==> config.mk <==
export PLATFORM = sky130hd
export DESIGN_NAME = qam16_pair_mapper
export DESIGN_NICKNAME = d
export VERILOG_FILES = /design/src/rtl/qam16_pkg.sv /design/src/rtl/pam4_level_map.sv /design/src/rtl/qam16_pair_mapper.sv
export SDC_FILE = /design/constraint.sdc
export NUM_CORES = 1
export LEC_CHECK = 0
export CORE_MARGIN = 4
export CORE_UTILIZATION = 44
export DETAILED_ROUTE_END_ITERATION = 8
export PLACE_DENSITY = 0.78
export SETUP_SLACK_MARGIN = 0.1
export SKIP_CTS_REPAIR_TIMING = 1
export SLEW_MARGIN = 15
export SYNTH_ARGS = -nofsm -noshare
export SYNTH_HDL_FRONTEND = slang
export SYNTH_SLANG_ARGS = --single-unit
==> constraint.sdc <==
create_clock -name clk -period 3 [get_ports clk]
set_clock_uncertainty 0.15 [all_clocks]
set_input_delay 0.6 -clock clk [delete_from_list [all_inputs] [get_ports clk]]
set_output_delay 0.6 -clock clk [all_outputs]
set_load 0.1 [all_outputs]
==> src/rtl/qam16_pkg.sv <==
// qam16_pkg: shared FSM states, index width and PAM-4 level constants for the 16-QAM mapper/detector
package qam16_pkg;
    typedef enum logic [1:0] {IDLE, DATA, PAD} state_t;
    localparam int IDX_W = 2;
    function automatic int pam4_level(input logic [IDX_W-1:0] idx, input int q);
        return (2 * int'(idx) - 3) <<< q;
    endfunction
endpackage

==> src/rtl/pam4_level_map.sv <==
// pam4_level_map: 2-bit index to signed PAM-4 level; GRAY_MAP_EN selects Gray-decoded indices
module pam4_level_map
    import qam16_pkg::*;
#(
    parameter int N = 16,
    parameter int Q = 8
) (
    input  logic [IDX_W-1:0]    idx,
    output logic signed [N-1:0] level
);
    logic [IDX_W-1:0] bin;
`ifdef GRAY_MAP_EN
    assign bin = {idx[1], idx[1] ^ idx[0]};
`else
    assign bin = idx;
`endif
    assign level = N'(pam4_level(bin, Q));
endmodule

==> src/rtl/qam16_pair_mapper.sv <==
// qam16_pair_mapper: 8-bit word to four PAM-4 levels with valid/ready, frame counter and zero padding (GRAY_MAP_EN selects Gray mapping)
module qam16_pair_mapper
    import qam16_pkg::*;
#(
    parameter int N       = 16,
    parameter int Q       = 8,
    parameter int PAD_LEN = 4
) (
    input  logic                clk,
    input  logic                rst_n,
    input  logic                in_valid,
    output logic                in_ready,
    input  logic [7:0]          in_data,
    input  logic                in_last,
    output logic                out_valid,
    input  logic                out_ready,
    output logic signed [N-1:0] xI1,
    output logic signed [N-1:0] xQ1,
    output logic signed [N-1:0] xI2,
    output logic signed [N-1:0] xQ2,
    output logic                out_pad,
    output logic                out_last,
    output logic [15:0]         out_sym_cnt
);
    state_t              state, state_nxt;
    logic                can_load, accept, pad_load, last_pad, beat_last;
    logic [7:0]          pad_cnt;
    logic [15:0]         beat_cnt;
    logic signed [N-1:0] lv [4];

    for (genvar i = 0; i < 4; i++) begin : g_map
        pam4_level_map #(.N(N), .Q(Q)) u_map (.idx(in_data[2*i +: 2]), .level(lv[i]));
    end

    // State register
    always_ff @(posedge clk or negedge rst_n)
        if (!rst_n) state <= IDLE;
        else        state <= state_nxt;

    // Next-state logic
    always_comb begin
        state_nxt = state;
        if (state == PAD)  state_nxt = last_pad ? IDLE : PAD;
        else if (accept)   state_nxt = !in_last ? DATA : (PAD_LEN > 0 ? PAD : IDLE);
    end

    // Handshake and beat-load decode
    always_comb begin
        can_load  = !out_valid || out_ready;
        in_ready  = (state != PAD) && can_load;
        accept    = in_valid && in_ready;
        pad_load  = (state == PAD) && can_load;
        last_pad  = pad_load && (pad_cnt == 8'(PAD_LEN - 1));
        beat_last = accept ? (in_last && PAD_LEN == 0) : last_pad;
    end

    // Beat index within frame and pad position
    always_ff @(posedge clk or negedge rst_n)
        if (!rst_n) begin
            beat_cnt <= '0;
            pad_cnt  <= '0;
        end else begin
            if (accept || pad_load) beat_cnt <= beat_last ? 16'd0 : beat_cnt + 16'd1;
            if (pad_load)           pad_cnt  <= last_pad ? 8'd0 : pad_cnt + 8'd1;
        end

    // Output register: load data or pad beat, hold under backpressure, drain otherwise
    always_ff @(posedge clk or negedge rst_n)
        if (!rst_n) begin
            out_valid   <= 1'b0;
            out_pad     <= 1'b0;
            out_last    <= 1'b0;
            out_sym_cnt <= '0;
            {xI1, xQ1, xI2, xQ2} <= '0;
        end else if (accept || pad_load) begin
            out_valid   <= 1'b1;
            out_pad     <= !accept;
            out_last    <= beat_last;
            out_sym_cnt <= beat_cnt;
            xI1 <= accept ? lv[0] : '0;
            xQ1 <= accept ? lv[1] : '0;
            xI2 <= accept ? lv[2] : '0;
            xQ2 <= accept ? lv[3] : '0;
        end else if (out_ready) begin
            out_valid <= 1'b0;
        end
endmodule

==> flow_summary_export.csv <==
group,metric,value,unit
route,drc,0,
grt,grt_pass1_wl,9290,µm
finish,multi_input_area,0.00111,mm²
die,die_w,88.1,µm
grt,grt_usage,15.0,%
place,gp_routability_congestion,0.829,
cts,clock_latency,0.31,ns
logic_synthesis,yosysTopAreaCellShare,47.9,%
cts,cts.sinks,54,
setup_path,cp_data_arrival_time,2.42,ns
min_path,hp-class,"in2async",
cts,htree_levels,2,
die,fp-row-count,28,
logic_synthesis,avgSynthCellArea,10.3,µm²
logic_synthesis,seq_area_frac_synth,47.9,%
route,drt-vias-per-instance,5.12,
setup_path,critPathLaunchType,"primary input",
finish,fill_cells,538,
finish,layout_common_cells,"buf_4 (58), dfrtp_1 (54), nand2_1 (32), conb_1 (32), mux2_2 (16)",
logic_synthesis,netlist_top_cells_area,"dfrtp_1 (48%), buf_4 (15%), mux2_2 (6.4%)",
logic_synthesis,synth_top_area_cell,"dfrtp_1",
die,core,0.00606,mm²
timing,slew_headroom,43.6,%
logic_synthesis,synth_area,0.00282,mm²
finish,drive_above_1_share,28.5,%
die,io_pins,97,
route,drt-wirelength-per-cell,14.2,µm
setup_path,rrSetupSlack,0.99,ns
cts,cts_buffers,5,
timing,fmax,430,MHz
job,maxCapViolCount,0,
place,dp_hpwl,4170,µm
timing,slew_violations,0,
logic_synthesis,yosysWarnings,0,
route,dr_total_vias,2018,
timing,hold_viol_final,0,
cts,root_buffer,"clkbuf_8",
cts,clk_pin_slew,0.09,ns
finish,area_growth,14.6,%
cts,tritoncts,"done",
timing,finalSetupViolCount,0,
place,dp_slack,0.383,ns
route,initialDrtViolationCount,61,
grt,grt_overflow_total,0,
setup_path,path_max_fanout,13,
setup_path,critPathKind,"in2reg",
finish,regArea,0.00135,mm²
timing,fin_ws,0.672,ns
timing,timing.final.crit_share,77.6,%
logic_synthesis,synthCells,274,
cts,clock_tree.buffer_depth,2,
finish,final_common_cell,"buf_4",
logic_synthesis,ys_types,40,
die,die_h,88.1,µm
grt,grt_pass1_vias,2020,
grt,antenna_found_initial,0,
timing,rsz0062_at_grt,"no",
die,dieArea,0.00776,mm²
setup_path,cp-end-kind,"flop",
grt,grt_max_degree,22,
place,io_buffers,64,
finish,num-nets-final,333,
finish,n_antenna_cell,0,
logic_synthesis,ys_ff_latch,54,
setup_path,worstPathRequired,3.09,ns
route,ant_nets,0,
outcome,status,"completed",
timing,tightest_slew,0.843,ns
die,start_util,46.6,%
route,drt-total-wl,5590,µm
route,drtPass1Iterations,4,
timing,min_period,2.33,ns
timing,tns,0,ns
## registers in the layout (all words and copies together) (netlist names)
signal	flops
out_sym_cnt	16
xQ1	2
out_last	1
out_pad	1
xI1	3
beat_cnt	16
xI2	2
xQ2	2
out_valid	1
state	2
pad_cnt	8
## cells in the mapped netlist (all sizes together)
library cell  instances
nor2b                 2
clkbuf                3
mux2                 16
nor4                  1
and4                  1
and3                  4
o21ai                17
nand2b                2
or4                   7
buf                  62
dfrtp                54
or3                   6
xnor2                 2
nand4                 4
nor3                  3
conb                  1
xor2                  5
o221ai                1
nor2                  7
a21oi                12
nand2                32
o211ai                2
inv                   1
ha                    2
and2                  2
nand3                14
o2111ai               2
o31ai                 7
a21o                  2
## metrics by stage
step / instances / util, % / hold slack (ns) / area (µm²)
finish: 394 / 53.4 / 0.0507 / 3240
detailed placement: 386 / 51.6 / 0.322 / 3130
global placement: 386 / 51.6 / 0.312 / 3130
floorplan: 305 / - / 0.154 / 2940
global route: 394 / 53.4 / 0.0666 / 3240
CTS: 394 / 53.4 / 0.0553 / 3240
## logic make-up (layout without fill, tap and decap cells)
family	count (synthesis)	after routing	synth area share, %
fa+ha+maj	2	2	0.886
xor+xnor	7	7	2.17
mux	16	16	6.38
simple gates	85	85	16.0
flops	54	54	47.9
compound gates	43	43	9.53
other cells	1	32	0.133
buf+inv	66	80	17.1
## per-layer routing
metal  vias up  track usage, %  part of all wire (%)
li1        947               -                     -
met1       978            17.7                    39
met2        83            27.3                    50
met3        10            3.20                   8.7
met4         0            4.95                   1.6
met5         -               0                     0
## final timing paths
path / from / to / cells after the start
worst min register to register: out_pad$_DFFE_PN0P_ / out_pad$_DFFE_PN0P_ / 2
min in group clk: out_pad$_DFFE_PN0P_ / out_pad$_DFFE_PN0P_ / 2
worst max-delay path: in_valid / beat_cnt[10]$_DFFE_PN0P_ / 4
worst max register to register: state[0]$_DFFE_PN0P_ / beat_cnt[10]$_DFFE_PN0P_ / 5
worst min-delay path: rst_n / out_sym_cnt[9]$_DFFE_PN0P_ / 1
max in group asynchronous: rst_n / pad_cnt[7]$_DFFE_PN0P_ / 2
## worst max-delay path: stages
cell,delay (ns)
clkdlybuf4s50_1,0.66
o211ai_1,0.41
or4_1,0.59
a21oi_1,0.15
## layout make-up
type / count / share of cell area [%]
Sequential cell: 54 / 41.8
Multi-Input combinational cell: 185 / 34.3
Timing Repair Buffer: 71 / 17.6
Tap cell: 75 / 2.90
Clock buffer: 7 / 2.36
Clock inverter: 1 / 0.928
Inverter: 1 / 0.116
Power is not shown: default switching activity piles up to over one toggle a cycle in this logic, so the estimate is an artifact.
